===== src/rtl/piso_serial_tx.sv =====
// piso_serial_tx: parallel-in, serial-out frame transmitter.
// Frame = start bit (0), WIDTH data bits LSB first, optional even parity, stop bit (1).
// Each bit is held on tx_out for CLKS_PER_BIT clocks; tx_out is registered and idles high.
// Optional feature macro: SER_PARITY_EN (adds a parity bit between data and stop).
module piso_serial_tx #(
  parameter int WIDTH        = 8,
  parameter int CLKS_PER_BIT = 4
) (
  input  logic             clk,
  input  logic             reset,
  input  logic [WIDTH-1:0] tx_data,
  input  logic             tx_valid,
  output logic             tx_ready,
  output logic             tx_out,
  output logic             busy,
  output logic             done
);

  localparam int CW = (CLKS_PER_BIT > 1) ? $clog2(CLKS_PER_BIT) : 1;
  localparam int IW = (WIDTH > 1) ? $clog2(WIDTH) : 1;
  localparam logic [CW-1:0] TIMER_MAX = CW'(CLKS_PER_BIT - 1);
  localparam logic [IW-1:0] INDEX_MAX = IW'(WIDTH - 1);

`ifdef SER_PARITY_EN
  typedef enum logic [2:0] {IDLE, START, DATA, PARITY, STOP} state_t;
`else
  typedef enum logic [2:0] {IDLE, START, DATA, STOP} state_t;
`endif

  state_t           state_reg, state_next;
  logic [CW-1:0]    timer_reg, timer_next;
  logic [IW-1:0]    index_reg, index_next;
  logic [WIDTH-1:0] shreg_reg, shreg_next;
  logic             tx_out_reg, tx_out_next;
  logic             done_reg, done_next;
  logic [WIDTH-1:0] shifted;
  logic             bit_end;
`ifdef SER_PARITY_EN
  logic             parity_reg, parity_next;
`endif

  // Combinational helpers: shift-right preview and end-of-bit strobe.
  assign shifted = shreg_reg >> 1;
  assign bit_end = (timer_reg == TIMER_MAX);

  // State register and datapath registers; reset has priority over everything.
  always_ff @(posedge clk) begin
    if (reset) begin
      state_reg  <= IDLE;
      timer_reg  <= '0;
      index_reg  <= '0;
      shreg_reg  <= '0;
      tx_out_reg <= 1'b1;
      done_reg   <= 1'b0;
`ifdef SER_PARITY_EN
      parity_reg <= 1'b0;
`endif
    end else begin
      state_reg  <= state_next;
      timer_reg  <= timer_next;
      index_reg  <= index_next;
      shreg_reg  <= shreg_next;
      tx_out_reg <= tx_out_next;
      done_reg   <= done_next;
`ifdef SER_PARITY_EN
      parity_reg <= parity_next;
`endif
    end
  end

  // Next-state and next-output logic; the line value for the next bit is
  // computed here so tx_out changes exactly at the bit boundary edge.
  always_comb begin
    state_next  = state_reg;
    timer_next  = timer_reg;
    index_next  = index_reg;
    shreg_next  = shreg_reg;
    tx_out_next = tx_out_reg;
    done_next   = 1'b0;
`ifdef SER_PARITY_EN
    parity_next = parity_reg;
`endif
    if (state_reg != IDLE) begin
      timer_next = bit_end ? '0 : timer_reg + CW'(1);
    end
    case (state_reg)
      IDLE: begin
        tx_out_next = 1'b1;
        timer_next  = '0;
        index_next  = '0;
        if (tx_valid) begin
          shreg_next  = tx_data;
          tx_out_next = 1'b0;
          state_next  = START;
`ifdef SER_PARITY_EN
          parity_next = ^tx_data;
`endif
        end
      end
      START: begin
        if (bit_end) begin
          state_next  = DATA;
          index_next  = '0;
          tx_out_next = shreg_reg[0];
        end
      end
      DATA: begin
        if (bit_end) begin
          if (index_reg == INDEX_MAX) begin
`ifdef SER_PARITY_EN
            state_next  = PARITY;
            tx_out_next = parity_reg;
`else
            state_next  = STOP;
            tx_out_next = 1'b1;
`endif
          end else begin
            index_next  = index_reg + IW'(1);
            shreg_next  = shifted;
            tx_out_next = shifted[0];
          end
        end
      end
`ifdef SER_PARITY_EN
      PARITY: begin
        if (bit_end) begin
          state_next  = STOP;
          tx_out_next = 1'b1;
        end
      end
`endif
      STOP: begin
        if (bit_end) begin
          state_next  = IDLE;
          tx_out_next = 1'b1;
          done_next   = 1'b1;
        end
      end
      default: begin
        state_next  = IDLE;
        tx_out_next = 1'b1;
      end
    endcase
  end

  assign tx_out   = tx_out_reg;
  assign done     = done_reg;
  assign tx_ready = (state_reg == IDLE);
  assign busy     = (state_reg != IDLE);

endmodule


===== config.mk =====
export PLATFORM = sky130hd
export DESIGN_NAME = piso_serial_tx
export DESIGN_NICKNAME = d
export VERILOG_FILES = /design/src/rtl/piso_serial_tx.sv
export SDC_FILE = /design/constraint.sdc
export NUM_CORES = 1
export LEC_CHECK = 0
export BUFFER_PORTS_ARGS = -buffer_cell sky130_fd_sc_hd__buf_4
export CAP_MARGIN = 40
export CORE_MARGIN = 5
export CORE_UTILIZATION = 43
export CTS_CLUSTER_DIAMETER = 100
export DETAILED_ROUTE_END_ITERATION = 12
export PLACE_DENSITY = 0.74
export SLEW_MARGIN = 25
export SYNTH_ARGS = -nofsm -noshare
export SYNTH_HDL_FRONTEND = slang
export SYNTH_SLANG_ARGS = --single-unit

===== constraint.sdc =====
create_clock -name clk -period 1.7 [get_ports clk]
set_input_delay 0.34 -clock clk [delete_from_list [all_inputs] [get_ports clk]]
set_output_delay 0.34 -clock clk [all_outputs]
set_load 0.02 [all_outputs]

==> results of run 1 <==
==> cell usage in the layout (no fill, tap or decap), drive strengths merged <==
cell type,synthesis,routed
a2111oi,1,1
a211oi,8,8
a21oi,1,1
a221o,1,1
a221oi,1,1
a31o,1,1
a31oi,1,1
a32o,2,2
and3,2,2
buf,2,21
clkbuf,1,4
dfxtp,17,17
ha,8,8
inv,6,6
mux2i,8,8
nand2b,3,3
nand3,1,1
nor2,9,9
nor2b,1,1
nor3,3,3
nor4,3,3
o21ai,2,2
o221ai,1,1
or2,1,1
==> how the worst min path moves through the flow <==
stage,cells past startpoint,end,startpoint
global placement,1,timer_reg[0],timer_reg[0]
floorplan,1,timer_reg[0],timer_reg[0]
finish,3,shreg_reg[7],tx_data[7]
detailed placement,1,timer_reg[0],timer_reg[0]
CTS,3,shreg_reg[7],tx_data[7]
global route,3,shreg_reg[7],tx_data[7]
==> logic make-up after synthesis <==
group | Yosys count
AO/OA/AOI/OAI | 19
adder cells (fa/ha/maj) | 8
buffers and inverters | 9
flip-flops | 17
multiplexers | 8
AND/OR/NAND/NOR | 23
==> report_power, final <==
part | internal (mW) | leakage, nW | switching (mW) | total [mW]
Clock | 0.0910 | 0.0150 | 0.119 | 0.210
Sequential | 0.519 | 0.141 | 0.0769 | 0.596
Combinational | 0.549 | 0.296 | 0.562 | 1.11
Total | 1.16 | 0.452 | 0.758 | 1.92
==> per-layer routing <==
| layer | part of all wire (%) | vias up | routed length, um |
|---|---|---|---|
| li1 | - | 351 | - |
| met1 | 46 | 323 | 771 |
| met2 | 49 | 12 | 823 |
| met3 | 4.0 | 4 | 68 |
| met4 | 1.3 | 0 | 22 |
| met5 | 0 | - | 0 |
==> worst reg2reg max path, cell delays in order (launching register included) <==
cell      delay [ns]
dfxtp_2         0.37
inv_1           0.08
ha_2            0.24
nor2b_2         0.19
a211oi_4        0.26
buf_6           0.16
nor2_1          0.04
a211oi_1        0.19
==> area by class of cell <==
cell class                 count  area share, %
clock buffer                   4           2.42
inverter                       6           2.07
multi-input combinational     58           45.6
sequential                    17           31.6
tap                           27           3.11
timing repair buffer          21           15.2
==> through the flow <==
step	cells	hold WS, ns	setup TNS, ns
floorplan	84	0.408	0
global placement	126	0.421	0
detailed placement	126	0.433	-0.0220
CTS	132	0.319	0
global route	133	0.336	0
finish	133	0.332	0
==> what timing repair did <==
item / 4_1_cts / 5_1_grt
setup endpoints to repair: 5 / 10
gates resized for setup: 6 / 6
setup buffers: 2 / 1
pin swaps: 1 / 3
cloned: 0 / 0
hold buffers: 0 / 0
==> results.md, run 1 <==
* Skew final at between 0.001 and 0.0015 ns
* Num rows at 16
* List of most frequent post-synthesis cells: dfxtp_1, nor2_1, ha_1, mux2i_1, inv_1
* Max FFs per register at 8
* Clk sinks at 17
* Syn_nets at 103
* Synthesized flop and latch total at 17
* Overflow after GRT at 0
* Design Power at around 1.9 mW
* Slew Limit Headroom at about 70%
* Fin util at a little under three fifths
* Multi-input gate area at around 500 sq um
* Critical path fanouts, max at 7
* Synth Area in XOR/XNOR at 0%
* Hold WC Path Type: input pin to register
* H-tree depth at 1
* Critical path's slowest cell: dfxtp_2
* First-pass GRT wire length at approximately 2900 um
* DP Wirelength at 1240 um
* Synth Flop Type: dfxtp_1
* Leakage at ~0.45 nW
* Pin count of the biggest net entering global routing at 17
* Clk_lat worst skew at around 0.28 ns
* Max Slew Vio Count at 0
* Power density of the placed cells at 1760 mW/mm^2
* Flop2flop setup slack at 0.08 ns
* GP Congestion at a little over 0.8
* Worst reg2reg endpoint: shreg_reg[6]
* Core area at slightly below 0.002 sq mm
* CP Launch Type: register
* Synthesized area at between 800 and 900 sq um
* GRT Max-Usage Layer: met2
* Worst setup margin at 0.0841 ns
* Largest family of logic cells by synthesized area: compound AO/OA/AOI/OAI gates
* Top-count cell post-synth: dfxtp_1
* Asr flop ratio synth at 0%
* Nets at 126
* GRT Total Usage at a little over an eighth
* Yosys top cell area share at about 40%
* CTS Root Cell: clkbuf_4
* Detailed Routing Iterations Pass 1 at 2
* Critical Path Sink: shreg_reg[6]
* Final period util at between 90% and 100%
* Largest cells by area after synthesis: dfxtp_1, ha_1, mux2i_1
* Buffers & Inverters on Critical Path at 2
* Post-synth EDFFs at 0
* Crit-path leading delay family: compound AO/OA/AOI/OAI gates
* Post-synthesis cell count at between 80 and 90
* Critical path origin: state_reg[0]
* Max Cap Viol at 0
* Initial antenna violation count at 0
* Area taken by flip-flops and latches at 344 sq um
* Initial Util at between 40 and 50%
* Crit Path Class: register to register
* WP data arrival at ~1.8 ns
* CTS Buf Count at 3
* DRC violation total after the first TritonRoute iteration at 8
* Synth Area in Adders at a little under an eighth
* Synth Area in Compound Gates at between 15 and 20%
* Clk slew on worst S/H paths at about 0.090 ns
* DIE AREA at 0.00299 sq mm
* Unique cell type count in the Yosys netlist at 27
* FMAX at 0.619 GHz
* Crit path capture type: register
* # IOs at 15
* Met3 Use GR at between 2 and 2.5%
* Pre-CTS setup slack at -0.0220 ns
* Routing usage on met1 at between 15 and 20%
* CP Cell Sequence: inv_1 -> ha_2 -> nor2b_2 -> a211oi_4 -> buf_6 -> nor2_1 -> a211oi_1
* Reg2reg start: state_reg[0]
* Port Buffers at 14
* Post-route ant nets at 0
* Setup Viol. Count Final at 0
* Simple-gate share of the synthesized area at 13.9%
* Layout cells sized above 1 at approximately 38%
* Met2 Use GR at 22.0%
* Drt total wl at roughly 1700 um
* Vias in the first global route at between 600 and 700
* Area grow syn2layout at 26.9%
* Instance count on the critical path at 7
* Maximum VDD drop at roughly 0.81 mV
* Max incr delay on CP at roughly 0.37 ns
* Area leader, netlist: dfxtp_1
* RSZ-0062 raised after global routing: yes
* Actual slew at the worst max-slew pin at around 0.45 ns
* Seq/Total Area, Yosys at between 30% and 40%
* Fillers at 190
* Ys Warns at 0
* Wirelength per Cell at about 13 um
* Final-report hold violation count at 0
* Worst path required time at about 1.9 ns
* Mux cell area share after synthesis at 9.34%
* Clock tree from TritonCTS: built
* Worst R2R Path Depth at 7
* Final min period at between 1.5 and 2 ns
* Vias/cell at 5.19
* Drc violations at 0
* Syn Area/Cell at approximately 10 sq um
* Design area at 0.00109 sq mm
* Ant diodes at 0
* Via count at approximately 700
* Status: finished, final reports clean
* Die Height at approximately 55 um
* Die width at around 55 um
* Post-DP Area at about 0.001 sq mm
* CTS max path bufs at 2
Power figures use the tool's default switching activity.
==> inputs of run 2 (changes only) <==
--- a/config.mk
+++ b/config.mk
@@ -11,6 +11,7 @@
 export CORE_UTILIZATION = 43
 export CTS_CLUSTER_DIAMETER = 100
 export DETAILED_ROUTE_END_ITERATION = 12
+export MAX_ROUTING_LAYER = met4
 export PLACE_DENSITY = 0.74
 export SLEW_MARGIN = 25
 export SYNTH_ARGS = -nofsm -noshare
==> run 2 against run 1 <==
Against the previous run:
- critical path depth did not move
- first-iteration DRC count did not move
- die area did not move
==> results.md, run 2 (synthesized netlist as in run 1, its figures left out) <==
* Initial antenna violation count at 0 (unchanged)
* Seq pwr share at 31.1% (about the same)
* Wirelength per Cell at 12.7 um (about the same)
* Num rows at 16 (unchanged)
* H-tree depth at 1 (unchanged)
* Pint at 1.16 mW (about the same)
* Worst hold slack at 0.332 ns (+0.000126 ns)
* Clk network pwr share at 10.9% (about the same)
* FMAX at 0.618 GHz (-0.11%)
* Drt total wl at 1690 um (about the same)
* Final period util at 95.2% (+0.11 points)
* Overflow after GRT at 0 (unchanged)
* Comb power frac at 58.0% (about the same)
* Final min period at 1.62 ns (+0.00184 ns)
* Psw at 759 uW (+0.16%)
* Initial Util at 44.6% (unchanged)
* Setup Viol. Count Final at 0 (unchanged)
* Maximum VDD drop at 0.813 mV (about the same)
* DIE AREA at 0.00299 sq mm (unchanged)
* CP Launch Type: register
* Fin util at 56.6% (unchanged)
* Hold-fix buffers, CTS at 0 (unchanged)
* Clk slew on worst S/H paths at 0.09 ns (about the same)
* Clk sinks at 17 (unchanged)
* Power density of the placed cells at 1760 mW/mm^2 (about the same)
* DP Wirelength at 1240 um (unchanged)
* DRC violation total after the first TritonRoute iteration at 8 (unchanged)
* Crit path capture type: register
* Sw Ratio at 39.6% (about the same)
* Max FFs per register at 8 (unchanged)
* Port Buffers at 14 (unchanged)
* WP data arrival at 1.82 ns (about the same)
* Worst path required time at 1.90 ns (about the same)
* Finished Layout Cells at 133 (unchanged)
* Drc violations at 0 (unchanged)
* Final-report hold violation count at 0 (unchanged)
* Max Slew Vio Count at 0 (unchanged)
* Hold WC Path Type: input pin to register
* GRT Total Usage at 13.4% (+0.36 points)
* Nets at 126 (unchanged)
* Skew final at 0.00139 ns (+0.0000190 ns)
* Core area at 0.00192 sq mm (unchanged)
* Slew Limit Headroom at 69.1% (unchanged)
* Leakage at 0.452 nW (unchanged)
* Commonest non-fill, non-tap cell in the layout: buf_4
* Critical path fanouts, max at 7 (unchanged)
* Fin Setup TNS at 0 ns (unchanged)
* Via count at 692 (+0.29%)
* Crit Path Class: register to register
* Vias in the first global route at 682 (-0.15%)
* CTS Root Cell: clkbuf_4
* CTS Buf Count at 3 (unchanged)
* Area grow syn2layout at 26.9% (unchanged)
* Most frequent cells in the layout: buf_4, dfxtp_1, mux2i_1, nor2_1, inv_1
* Ant diodes at 0 (unchanged)
* RSZ-0062 raised after global routing: yes
* Vias/cell at 5.20 (+0.29%)
* Detailed Routing Iterations Pass 1 at 2 (unchanged)
* Actual slew at the worst max-slew pin at 0.452 ns (unchanged)
* Fillers at 190 (unchanged)
* Die Height at 54.6 um (unchanged)
* Status: finished, final reports clean
* GP Congestion at 0.830 (+1.5%)
* # IOs at 15 (unchanged)
* Pin count of the biggest net entering global routing at 17 (unchanged)
* Clock tree from TritonCTS: built
* Inst Count DP at 126 (unchanged)
* First-pass GRT wire length at 2860 um (unchanged)
* Layout cells sized above 1 at 37.7% (unchanged)
* Max Cap Viol at 0 (unchanged)
* Die width at 54.6 um (unchanged)
* Clk_lat worst skew at 0.28 ns (about the same)
* Post-route ant nets at 0 (unchanged)
* CTS max path bufs at 2 (unchanged)
-- run 2: cell counts in the layout (fill, tap and decap cells not counted) --
Identical to the previous run, type by type.
-- run 2: area by class of cell --
class	count	area (sq um)	area share, %
Multi-Input combinational cell	58	495	45.6
Sequential cell	17	344	31.6
Clock buffer	4	26.3	2.42
Tap cell	27	33.8	3.11
Timing Repair Buffer	21	165	15.2
Inverter	6	22.5	2.07
-- run 2: timing repair --
item                       CTS  global route
pin swaps                    1             3
cloned                       0             0
setup buffers                2             1
gates resized for setup      6             6
setup endpoints to repair    5            10
-- run 2: power by group through the flow --
stage	Combinational, mW	Clock (mW)	Sequential (mW)
floorplan	0.730	0	0.588
global placement	0.916	0	0.590
detailed placement	0.942	0	0.599
CTS	1.06	0.223	0.590
global route	1.21	0.234	0.607
finish	1.11	0.210	0.596
-- run 2: worst paths after layout --
path	depth (start not counted)	slack, ns	from	to
setup / recovery	7	0.08	state_reg[0]	shreg_reg[6]
hold / removal	3	0.33	tx_data[7]	shreg_reg[7]
setup reg to reg	7	0.08	state_reg[0]	shreg_reg[6]
hold reg to reg	1	0.45	timer_reg[0]	timer_reg[0]
-- run 2: per-layer routing --
metal  part of all wire (%)  up-vias  global-route usage, %
met4                    1.3        0                   6.64
met2                     49       12                   22.0
met1                     46      325                   15.5
met5                      0        -                      -
li1                       -      351                      -
met3                    3.7        4                   2.45
-- run 2: critical path, cell delays in order, from the launching register on --
cell,delay [ns]
dfxtp_2,0.37
inv_1,0.08
ha_2,0.24
nor2b_2,0.19
a211oi_4,0.26
buf_6,0.16
nor2_1,0.04
a211oi_1,0.19
-- run 2: metrics by stage --
stage | power [mW] | instance area, sq um | worst slack [ns]
floorplan | 1.32 | 860 | 0.0294
global placement | 1.51 | 1000 | 0.0654
detailed placement | 1.54 | 1000 | -0.0220
CTS | 1.88 | 1070 | 0.00582
global route | 2.05 | 1090 | 0.00670
finish | 1.92 | 1090 | 0.0823
